## src/rtl/calc_pkg.sv

```systemverilog
`default_nettype none
// +----------------------------------------------------------------------+
// | Module   : calc_pkg                                                  |
// | Purpose  : Shared constants and types for the calc arbiter slice     |
// | Revision : 1.0 - initial release                                     |
// +----------------------------------------------------------------------+
package calc_pkg;

  // Default calc datapath width
  localparam int CALC_W = 4;

  // Operation select encoding
  localparam logic OP_ADD = 1'b0;
  localparam logic OP_SUB = 1'b1;

  // Arbiter sequencing states
  typedef enum logic [1:0] {
    ST_IDLE = 2'd0,
    ST_EXEC = 2'd1,
    ST_RESP = 2'd2
  } state_t;

endpackage
`default_nettype wire

```

## src/rtl/calc_arbiter_if.sv

```systemverilog
`default_nettype none
// +----------------------------------------------------------------------+
// | Module   : calc_arbiter_if                                           |
// | Purpose  : Request/response bundle between clients and calc_arbiter  |
// | Revision : 1.0 - initial release                                     |
// +----------------------------------------------------------------------+
interface calc_arbiter_if #(
  parameter int W     = calc_pkg::CALC_W,
  parameter int CNT_W = 8
);
  logic             req0_valid;
  logic             req0_ready;
  logic [W-1:0]     req0_x;
  logic [W-1:0]     req0_y;
  logic             req0_sel;
  logic             req1_valid;
  logic             req1_ready;
  logic [W-1:0]     req1_x;
  logic [W-1:0]     req1_y;
  logic             req1_sel;
  logic             rsp_valid;
  logic             rsp_ready;
  logic [W-1:0]     rsp_z;
  logic             rsp_id;
  logic [CNT_W-1:0] done0_cnt;
  logic [CNT_W-1:0] done1_cnt;

  // Arbiter side
  modport slave (
    input  req0_valid, req0_x, req0_y, req0_sel,
    input  req1_valid, req1_x, req1_y, req1_sel,
    input  rsp_ready,
    output req0_ready, req1_ready,
    output rsp_valid, rsp_z, rsp_id,
    output done0_cnt, done1_cnt
  );

  // Client / consumer side
  modport master (
    output req0_valid, req0_x, req0_y, req0_sel,
    output req1_valid, req1_x, req1_y, req1_sel,
    output rsp_ready,
    input  req0_ready, req1_ready,
    input  rsp_valid, rsp_z, rsp_id,
    input  done0_cnt, done1_cnt
  );
endinterface
`default_nettype wire

```

## src/rtl/calc.sv

```systemverilog
`default_nettype none
// +----------------------------------------------------------------------+
// | Module   : calc                                                      |
// | Purpose  : Combinational W-bit add/subtract, result mod 2^W          |
// | Revision : 1.0 - initial release                                     |
// +----------------------------------------------------------------------+
module calc
  import calc_pkg::*;
#(
  parameter int W = CALC_W
) (
  input  logic [W-1:0] i_x,
  input  logic [W-1:0] i_y,
  input  logic         i_sel,
  output logic [W-1:0] o_z
);
  localparam logic [W-1:0] C_ONE = W'(1);

  logic [W-1:0] w_y_eff;

  // Subtract as X + two's complement of Y; carry/borrow out is discarded
  always_comb begin
    w_y_eff = i_y;
    if (i_sel == OP_SUB) begin
      w_y_eff = (~i_y) + C_ONE;
    end
    o_z = i_x + w_y_eff;
  end
endmodule
`default_nettype wire

```

## src/rtl/calc_arbiter_rr_arb2.sv

```systemverilog
`default_nettype none
// +----------------------------------------------------------------------+
// | Module   : rr_arb2                                                   |
// | Purpose  : Two-way round-robin grant with priority pointer           |
// | Revision : 1.0 - initial release                                     |
// +----------------------------------------------------------------------+
module rr_arb2 (
  input  logic       clk,
  input  logic       rst,
  input  logic       i_en,
  input  logic [1:0] i_req,
  output logic [1:0] o_gnt,
  output logic       o_gnt_id
);
  logic r_ptr;

  // Pointer's requester wins if valid, otherwise the other; grant only when enabled
  always_comb begin
    o_gnt    = 2'b00;
    o_gnt_id = r_ptr;
    if (!i_req[r_ptr] && i_req[~r_ptr]) begin
      o_gnt_id = ~r_ptr;
    end
    if (i_en && (i_req != 2'b00)) begin
      o_gnt[o_gnt_id] = 1'b1;
    end
  end

  // A grant is always a handshake, so hand priority to the other side
  always_ff @(posedge clk or posedge rst) begin
    if (rst) begin
      r_ptr <= 1'b0;
    end else if (o_gnt != 2'b00) begin
      r_ptr <= ~o_gnt_id;
    end
  end
endmodule
`default_nettype wire

```

## src/rtl/calc_arbiter.sv

```systemverilog
`default_nettype none
// +----------------------------------------------------------------------+
// | Module   : calc_arbiter                                              |
// | Purpose  : Shares one calc datapath between two requesters           |
// | Revision : 1.0 - initial release                                     |
// +----------------------------------------------------------------------+
module calc_arbiter
  import calc_pkg::*;
#(
  parameter int W     = CALC_W,
  parameter int CNT_W = 8
) (
  input  logic          clk,
  input  logic          rst,
  calc_arbiter_if.slave bus
);
  state_t           r_state;
  state_t           w_state_nxt;
  logic [W-1:0]     r_x;
  logic [W-1:0]     r_y;
  logic             r_sel;
  logic             r_id;
  logic [W-1:0]     r_z;
  logic [CNT_W-1:0] r_done0;
  logic [CNT_W-1:0] r_done1;
  logic [1:0]       w_gnt;
  logic             w_gnt_id;
  logic             w_acc;
  logic             w_rsp_hs;
  logic [W-1:0]     w_calc_z;

  rr_arb2 u_arb (
    .clk      (clk),
    .rst      (rst),
    .i_en     (r_state == ST_IDLE),
    .i_req    ({bus.req1_valid, bus.req0_valid}),
    .o_gnt    (w_gnt),
    .o_gnt_id (w_gnt_id)
  );

  calc #(.W(W)) u_calc (
    .i_x   (r_x),
    .i_y   (r_y),
    .i_sel (r_sel),
    .o_z   (w_calc_z)
  );

  assign bus.req0_ready = w_gnt[0];
  assign bus.req1_ready = w_gnt[1];
  assign bus.rsp_z      = r_z;
  assign bus.rsp_id     = r_id;
  assign bus.done0_cnt  = r_done0;
  assign bus.done1_cnt  = r_done1;

  // Sequencing: accept in IDLE, compute for one cycle, hold result until taken
  always_comb begin
    w_state_nxt   = r_state;
    w_acc         = (w_gnt != 2'b00);
    bus.rsp_valid = (r_state == ST_RESP);
    w_rsp_hs      = bus.rsp_valid && bus.rsp_ready;
    case (r_state)
      ST_IDLE: if (w_acc)    w_state_nxt = ST_EXEC;
      ST_EXEC:               w_state_nxt = ST_RESP;
      ST_RESP: if (w_rsp_hs) w_state_nxt = ST_IDLE;
      default:               w_state_nxt = ST_IDLE;
    endcase
  end

  // State register
  always_ff @(posedge clk or posedge rst) begin
    if (rst) begin
      r_state <= ST_IDLE;
    end else begin
      r_state <= w_state_nxt;
    end
  end

  // Capture the granted operation so the requester is free after the handshake
  always_ff @(posedge clk or posedge rst) begin
    if (rst) begin
      r_x   <= '0;
      r_y   <= '0;
      r_sel <= OP_ADD;
      r_id  <= 1'b0;
    end else if (w_acc) begin
      r_x   <= w_gnt_id ? bus.req1_x   : bus.req0_x;
      r_y   <= w_gnt_id ? bus.req1_y   : bus.req0_y;
      r_sel <= w_gnt_id ? bus.req1_sel : bus.req0_sel;
      r_id  <= w_gnt_id;
    end
  end

  // Result register loads only in EXEC, so it stays stable through RESP
  always_ff @(posedge clk or posedge rst) begin
    if (rst) begin
      r_z <= '0;
    end else if (r_state == ST_EXEC) begin
      r_z <= w_calc_z;
    end
  end

  // Saturating per-requester completion counters, bumped on response handshake
  always_ff @(posedge clk or posedge rst) begin
    if (rst) begin
      r_done0 <= '0;
      r_done1 <= '0;
    end else if (w_rsp_hs) begin
      if (!r_id && (r_done0 != {CNT_W{1'b1}})) begin
        r_done0 <= r_done0 + CNT_W'(1);
      end
      if (r_id && (r_done1 != {CNT_W{1'b1}})) begin
        r_done1 <= r_done1 + CNT_W'(1);
      end
    end
  end
endmodule
`default_nettype wire
```

## src/flat_wrapper.sv

```systemverilog
// flat-port wrapper written by rule: the top's interface ports become plain ports
module calc_arbiter_flat import calc_pkg::*;
#(
  parameter int W     = CALC_W,
  parameter int CNT_W = 8
)
  (clk, rst, bus_req0_valid, bus_req0_x, bus_req0_y, bus_req0_sel, bus_req1_valid, bus_req1_x, bus_req1_y, bus_req1_sel, bus_rsp_ready, bus_req0_ready, bus_req1_ready, bus_rsp_valid, bus_rsp_z, bus_rsp_id, bus_done0_cnt, bus_done1_cnt);
  calc_arbiter_if #(.W(W), .CNT_W(CNT_W)) bus_i ();
  input  logic clk;
  input  logic rst;
  input wire logic [$bits(bus_i.req0_valid)-1:0] bus_req0_valid;
  input wire logic [$bits(bus_i.req0_x)-1:0] bus_req0_x;
  input wire logic [$bits(bus_i.req0_y)-1:0] bus_req0_y;
  input wire logic [$bits(bus_i.req0_sel)-1:0] bus_req0_sel;
  input wire logic [$bits(bus_i.req1_valid)-1:0] bus_req1_valid;
  input wire logic [$bits(bus_i.req1_x)-1:0] bus_req1_x;
  input wire logic [$bits(bus_i.req1_y)-1:0] bus_req1_y;
  input wire logic [$bits(bus_i.req1_sel)-1:0] bus_req1_sel;
  input wire logic [$bits(bus_i.rsp_ready)-1:0] bus_rsp_ready;
  output wire logic [$bits(bus_i.req0_ready)-1:0] bus_req0_ready;
  output wire logic [$bits(bus_i.req1_ready)-1:0] bus_req1_ready;
  output wire logic [$bits(bus_i.rsp_valid)-1:0] bus_rsp_valid;
  output wire logic [$bits(bus_i.rsp_z)-1:0] bus_rsp_z;
  output wire logic [$bits(bus_i.rsp_id)-1:0] bus_rsp_id;
  output wire logic [$bits(bus_i.done0_cnt)-1:0] bus_done0_cnt;
  output wire logic [$bits(bus_i.done1_cnt)-1:0] bus_done1_cnt;
  assign bus_i.req0_valid = bus_req0_valid;
  assign bus_i.req0_x = bus_req0_x;
  assign bus_i.req0_y = bus_req0_y;
  assign bus_i.req0_sel = bus_req0_sel;
  assign bus_i.req1_valid = bus_req1_valid;
  assign bus_i.req1_x = bus_req1_x;
  assign bus_i.req1_y = bus_req1_y;
  assign bus_i.req1_sel = bus_req1_sel;
  assign bus_i.rsp_ready = bus_rsp_ready;
  assign bus_req0_ready = bus_i.req0_ready;
  assign bus_req1_ready = bus_i.req1_ready;
  assign bus_rsp_valid = bus_i.rsp_valid;
  assign bus_rsp_z = bus_i.rsp_z;
  assign bus_rsp_id = bus_i.rsp_id;
  assign bus_done0_cnt = bus_i.done0_cnt;
  assign bus_done1_cnt = bus_i.done1_cnt;
  calc_arbiter #(.W(W), .CNT_W(CNT_W)) u_core (.clk(clk), .rst(rst), .bus(bus_i));
endmodule
```

## config.mk

```make
export PLATFORM = sky130hd
export DESIGN_NAME = calc_arbiter_flat
export DESIGN_NICKNAME = d
export VERILOG_FILES = /design/src/rtl/calc_pkg.sv /design/src/rtl/calc_arbiter_if.sv /design/src/rtl/calc.sv /design/src/rtl/calc_arbiter_rr_arb2.sv /design/src/rtl/calc_arbiter.sv /design/src/flat_wrapper.sv
export SDC_FILE = /design/constraint.sdc
export NUM_CORES = 1
export LEC_CHECK = 0
export BUFFER_PORTS_ARGS = -buffer_cell sky130_fd_sc_hd__buf_2
export CAP_MARGIN = 30
export CORE_UTILIZATION = 40
export DETAILED_ROUTE_END_ITERATION = 16
export PLACE_DENSITY = 0.71
export SETUP_SLACK_MARGIN = 0.15
export SLEW_MARGIN = 20
export SYNTH_ARGS = -nofsm -noshare
export SYNTH_HDL_FRONTEND = slang
export SYNTH_SLANG_ARGS = --single-unit
```

## constraint.sdc

```tcl
create_clock -name clk -period 4.9 [get_ports clk]
set_input_delay 0.98 -clock clk [delete_from_list [all_inputs] [get_ports clk]]
set_output_delay 0.98 -clock clk [all_outputs]
set_load 0.005 [all_outputs]
```

# Word level (Yosys, flattened, before mapping)
# Index checks and enable logic that the tools add are counted.
word_totals:
  regBits: 33
  word_cells: 55
op_classes:
  n_addsub: 4
  order_cmp: 4
  n_eq_ne: 6
  n_mux: 15
  bitwise: 3
  reduce_logical: 14
op_table:
  columns: ["op", "n"]
  rows:
  - ["$add A8 B1 Y8 const B", 2]
  - ["$ne A8 B8 Y1 const B", 2]
  - ["$mux W4", 3]
  - ["$mux W1", 7]
  - ["$logic_and A1 B1 Y1", 6]
  - ["$lt A1 B2 Y1 const B", 3]
  - ["$mux W2", 3]
  - ["$pmux W2 S3", 1]
  - ["$reduce_and A2 Y1", 3]
  - ["$add A4 B1 Y4 const B", 1]
  - ["$add A4 B4 Y4", 1]
  - ["$ne A2 B1 Y1 const B", 2]
  - ["$not A4 Y4", 1]
  - ["$reduce_bool A2 Y1", 2]
  - ["$eq A2 B1 Y1 const B", 1]
  - ["$eq A2 B2 Y1 const B", 1]
  - ["$logic_not A1 Y1", 2]
  - ["$logic_not A2 Y1", 1]
  - ["$not A1 Y1", 2]
  - ["$demux W1 S1", 1]
  - ["$ge A1 B1 Y1 const B", 1]

# Logic depth before layout (Yosys ltp)
depth:
  depth_word: 13
  ltp_mapped: 9
  depth_no_buf: 9

# Cells and area by module
# Synthesis repeated with hierarchy kept, for this count alone.
unflattened:
  hier_cells: 165
  hier_area_um2: 1754.2
modules_own_cells:
  columns: ["mod", "n_inst", "cells_per_inst", "area_each_um2", "seq_area_each_um2"]
  rows:
  - ["calc_arbiter", 1, 134, 1503.9, 800.8]
  - ["calc", 1, 22, 176.4, 0.0]
  - ["rr_arb2", 1, 9, 73.8, 25.0]

# Least setup slack after synthesis
# OpenSTA, ideal clock, no wires.
synth_timing:
  kind: "input to output"
  startpoint: "input port bus_req1_valid"
  endpoint: "output port bus_req1_ready"
  arrival_time_ns: 1.574
  path_slack_ns: 2.346
  path_stages: 4
  cell_sequence: "nor2_1 > o21ai_0 > buf_4 > and2_1"
synth_between:
  elab_chain_len: 10
  elab_cells_between_ends: 15
  cone_classes: "2 x order compare; 8 x mux; 5 x reduce/logical"
synth_rtl:
  columns: ["item", "line_no", "text"]
  rows:
  - ["from (decl)", "flat_wrapper.sv:15", "input wire logic [$bits(bus_i.req1_valid)-1:0] bus_req1_valid;"]
  - ["$mux W1 (not written as such) (2 in a row)", "calc_arbiter_rr_arb2.sv:21", "if (!i_req[r_ptr] && i_req[~r_ptr]) begin"]
  - ["$logic_not A1 Y1", "calc_arbiter_rr_arb2.sv:21", null]
  - ["$logic_and A1 B1 Y1", "calc_arbiter_rr_arb2.sv:21", null]
  - ["$mux W1", "calc_arbiter_rr_arb2.sv:21", null]
  - ["$lt A1 B2 Y1 (not written as such) / $ge A1 B1 Y1 (equally long branches)", "calc_arbiter_rr_arb2.sv:25", "o_gnt[o_gnt_id] = 1'b1;"]
  - ["$logic_and A1 B1 Y1 (not written as such)", "calc_arbiter_rr_arb2.sv:25", null]
  - ["$mux W1 (not written as such)", "calc_arbiter_rr_arb2.sv:25", null]
  - ["$demux W1 S1", "calc_arbiter_rr_arb2.sv:25", null]
  - ["$mux W2 (*)", "calc_arbiter_rr_arb2.sv:24", "if (i_en && (i_req != 2'b00)) begin"]
  - ["to (decl)", "flat_wrapper.sv:21", "output wire logic [$bits(bus_i.req1_ready)-1:0] bus_req1_ready;"]
# Every way passes the cells marked *; elsewhere a longest branch is shown, timed or not. The select of a mux whose other input is x is not followed.

# Final worst setup path
layout_timing:
  startpoint: "input port bus_req1_valid"
  endpoint: "output port bus_req0_ready"
layout_between:
  elab_chain_len: 10
  elab_cells_between_ends: 15
  cone_classes: "2 x order compare; 8 x mux; 5 x reduce/logical"
layout_rtl:
  columns: ["item", "line_no", "text"]
  rows:
  - ["$mux W1 (not written as such) (2 in a row)", "calc_arbiter_rr_arb2.sv:21", null]
  - ["$logic_not A1 Y1", "calc_arbiter_rr_arb2.sv:21", null]
  - ["$logic_and A1 B1 Y1", "calc_arbiter_rr_arb2.sv:21", null]
  - ["$mux W1", "calc_arbiter_rr_arb2.sv:21", null]
  - ["$lt A1 B2 Y1 (not written as such) / $ge A1 B1 Y1 (equally long branches)", "calc_arbiter_rr_arb2.sv:25", null]
  - ["$logic_and A1 B1 Y1 (not written as such)", "calc_arbiter_rr_arb2.sv:25", null]
  - ["$mux W1 (not written as such)", "calc_arbiter_rr_arb2.sv:25", null]
  - ["$demux W1 S1", "calc_arbiter_rr_arb2.sv:25", null]
  - ["$mux W2 (*)", "calc_arbiter_rr_arb2.sv:24", null]
  - ["to (decl)", "flat_wrapper.sv:20", "output wire logic [$bits(bus_i.req0_ready)-1:0] bus_req0_ready;"]
# Marks and branches as above.

==> metrics.md <==
| Metric | Value |
|---|---|
| Critical path launch point type | `input port` |
| Total wire length | `3.08 mm` |
| CP max-delay cell | `buf_4` |
| Crit Path Category | `input port to output pin` |
| Number of synthesized flops with an enable pin | `0` |
| Int Power | `0.724 mW` |
| Vias | `approximately 1.2k` |
| GR Overflow Total | `0` |
| RSZ-0062 raised after global routing | `false` |
| Largest family of logic cells by synthesized area | `simple AND/OR/NAND/NOR gates` |
| Reg clk slew, reported paths | `about 0.07 ns` |
| Max frequency | `0.361 GHz` |
| Synth Area in Simple Gates | `0.154` |
| Die area | `0.00444 mm2` |
| Drt pass-1 iters | `4` |
| Synth area leaders | `dfrtp_1 (49%), xnor2_1 (5.8%), mux2i_1 (5.4%)` |
| All-Layer GR Usage | `0.156` |
| Critical Path Max Stage Delay | `0.26 ns` |
| Clock sinks | `33` |
| R2r worst-path depth | `9` |
| Most frequent cell after synthesis | `dfrtp_1` |
| P_leak | `1.06 nW` |
| First-pass GRT wire length | `5.09 mm` |
| Ys async rst share | `1.00` |
| Initial core utilization | `0.418` |
| Met2 GRT Util | `0.253` |
| Vias per inst | `~4.9` |
| Slew HR | `0.726` |
| Via count of the first global-routing pass | `~1.2k` |
| Final Core Density | `0.514` |
| Final HPWL DP | `2.30 mm` |
| Fin cells | `254` |
| Layout cells sized above 1 | `0.333` |
| Met1 Usage GRT | `0.185` |
| CP required | `3.92 ns` |
| Num CTS Buffers | `5` |
| Final Max Slew Viols | `0` |
| Cell Count Post-Placement | `246` |
| Rows | `23` |
| Synthesized cell area | `approximately 0.0017 mm2` |
| PostCTS Resize Cnt | `0` |
| P_sw | `approximately 0.43 mW` |
| Syn-to-layout area delta | `23.1%` |
| DRC violations left | `0` |
| Switching fraction of total power | `0.375` |
| 1st-iter DRT viols | `68` |
| DR WL/cell | `12.1 um` |
| Worst slew pin tran | `0.411 ns` |
| Root buffer cell | `clkbuf_8` |
| Synth Area in XOR/XNOR | `0.0996` |
| Initial antenna violation count | `0` |
| Final setup viols | `0` |
| Hold buffers post-CTS | `0` |
| Core area | `0.00400 mm2` |
| Most crowded layer after global routing | `met2` |
| Die width | `66.6 um` |
| Hold Fails Final Rpt | `0` |
| Adder-cell share of the synthesized area | `0.0569` |
| Post-synthesis mux area share | `0.0809` |
| Clk_lat worst skew | `~0.28 ns` |
| Post-CTS Setup Repair Bufs | `0` |
| PwrDens | `between 500 and 600 mW/mm2` |
| Unique masters post-synth | `34` |
| Diodes inserted | `0` |
| Final ANT Viol Nets | `0` |
| Hold crit path type | `register to register` |
| I/O pin count | `47` |
| Max FO, Critical Path | `23` |
| Main synth FF type | `dfrtp_1` |
| M3 GR Usage | `0.0531` |
| Critical path endpoint category | `output pin` |
| Seq cells post-synth | `33` |
| Post-Synthesis Cells | `150` |
| Top cell type's share of synthesized area | `0.494` |
| Outcome | `finished clean` |
| Syn Area/Cell | `11.1 um2` |
| Critical path, cell by cell | `buf_2 > nor2_1 > nor3_2 > buf_4 > nor2b_1 > buf_2` |
| Compound-gate portion of the synthesized area | `0.0891` |
| Setup TNS | `0 ns` |
| H-tree depth | `2` |
| Cell mode on critical path | `buf_2` |
| Clock power share | `0.169` |
| Flop pwr share | `0.401` |
| Hold path cells | `2` |
| Final instance area | `about 0.0021 mm2` |
| Final Skew | `0.00324 ns` |
| Synth Warn # | `0` |
| Worst EP arrival | `1.79 ns` |
| Min Tclk post-route | `2.77 ns` |
| Combinational power share | `0.431` |
| Mapped Nets | `180` |
| Largest net degree at the start of global routing | `34` |
| Final RePlAce weighted congestion | `about 0.76` |
| Sequential area share after synthesis | `0.494` |
| # nets final | `roughly 230` |
| Maximum clock path buffer count | `2` |
| Fin crit share | `0.566` |
| Placed cell area | `0.00197 mm2` |
| Number of fill cells in the layout | `377` |
| Die height | `66.6 um` |
| Largest area contributor in the netlist | `dfrtp_1` |
| IO Port Bufs | `between 40 and 50` |
| Peak supply drop | `0.237 mV` |
| Max Cap Viol | `0` |
| CTS tree | `built` |
| Synth top cells by count | `dfrtp_1 (33), nor2_1 (18), xnor2_1 (11), a21oi_1 (10), mux2i_1 (9)` |
-- registers in the layout, indices dropped and copies added (netlist names) --
register and cells:
u_core.bus.done0_cnt 8, u_core.bus.done1_cnt 8, u_core.bus.rsp_id 1, u_core.bus.rsp_z 4, u_core.r_sel 1, u_core.r_state 2, u_core.r_x 4, u_core.r_y 4
u_core.u_arb.r_ptr 1
-- power by group through the flow --
| stage | combinational, mW | clock, mW | sequential (mW) |
|---|---|---|---|
| 4_1_cts | 0.511 | 0.202 | 0.465 |
| 3_3_place_gp | 0.483 | 0 | 0.467 |
| 3_5_place_dp | 0.506 | 0 | 0.469 |
| 5_1_grt | 0.568 | 0.214 | 0.480 |
| 6_report | 0.499 | 0.195 | 0.464 |
| 2_1_floorplan | 0.363 | 0 | 0.453 |
-- layer usage --
layer	wire length [um]	vias up
met2	1410	35
met1	1460	577
met3	149	6
li1	-	618
met4	63	0
met5	0	-
-- cells in the final DEF (no fill, tap or decap), types with 2 or more instances in the layout --
master	instances
a21oi_1	10
buf_2	46
buf_4	3
clkbuf_8	5
clkinv_2	2
dfrtp_1	33
ha_1	6
inv_1	6
mux2_2	3
mux2i_1	9
nand2_1	8
nand2b_1	3
nand3_1	6
nand4_1	2
nor2_1	18
nor3_1	2
o21ai_0	4
xnor2_1	11
xor2_1	8
-- through the flow --
stage | setup WS, ns | hold WS, ns | power [mW]
floorplan | 2.35 | 0.473 | 0.816
global placement | 2.13 | 0.459 | 0.951
detailed placement | 2.13 | 0.475 | 0.975
CTS | 2.12 | 0.490 | 1.18
global route | 2.01 | 0.519 | 1.26
finish | 2.13 | 0.486 | 1.16
-- critical path, delay by kind of cell --
kind / cells / cell delay (ns)
buffers and inverters: 3 / 0.48
and+or+nand+nor: 3 / 0.33
-- final cells by class --
class / instances / area, um2 / area share
inverter: 7 / 26.3 / 0.0128
tap: 50 / 62.6 / 0.0304
timing repair buffer: 49 / 253 / 0.123
sequential: 33 / 826 / 0.401
clock buffer: 6 / 72.6 / 0.0353
multi-input combinational: 107 / 807 / 0.392
clock inverter: 2 / 10.0 / 0.00487
-- final timing paths --
path | start | end | slack, ns
max | bus_req1_valid | bus_req0_ready | 2.13
min in group asynchronous | rst | u_core.bus.done0_cnt[7] | 0.77
max in group asynchronous | rst | u_core.bus.rsp_z[1] | 3.83
min | u_core.bus.rsp_z[2] | u_core.bus.rsp_z[2] | 0.49
max reg2reg | u_core.r_y[0] | u_core.bus.rsp_z[3] | 2.90
min reg2reg | u_core.bus.rsp_z[2] | u_core.bus.rsp_z[2] | 0.49
-- cell families after synthesis --
group | Yosys count
DFF | 33
and+or+nand+nor | 48
AOI/OAI and AO/OA | 20
muxes | 13
xor gates and xnor gates | 19
adders and majority gates | 7
buffers and inverters | 10
No activity file was read; power rests on OpenSTA's default activity.
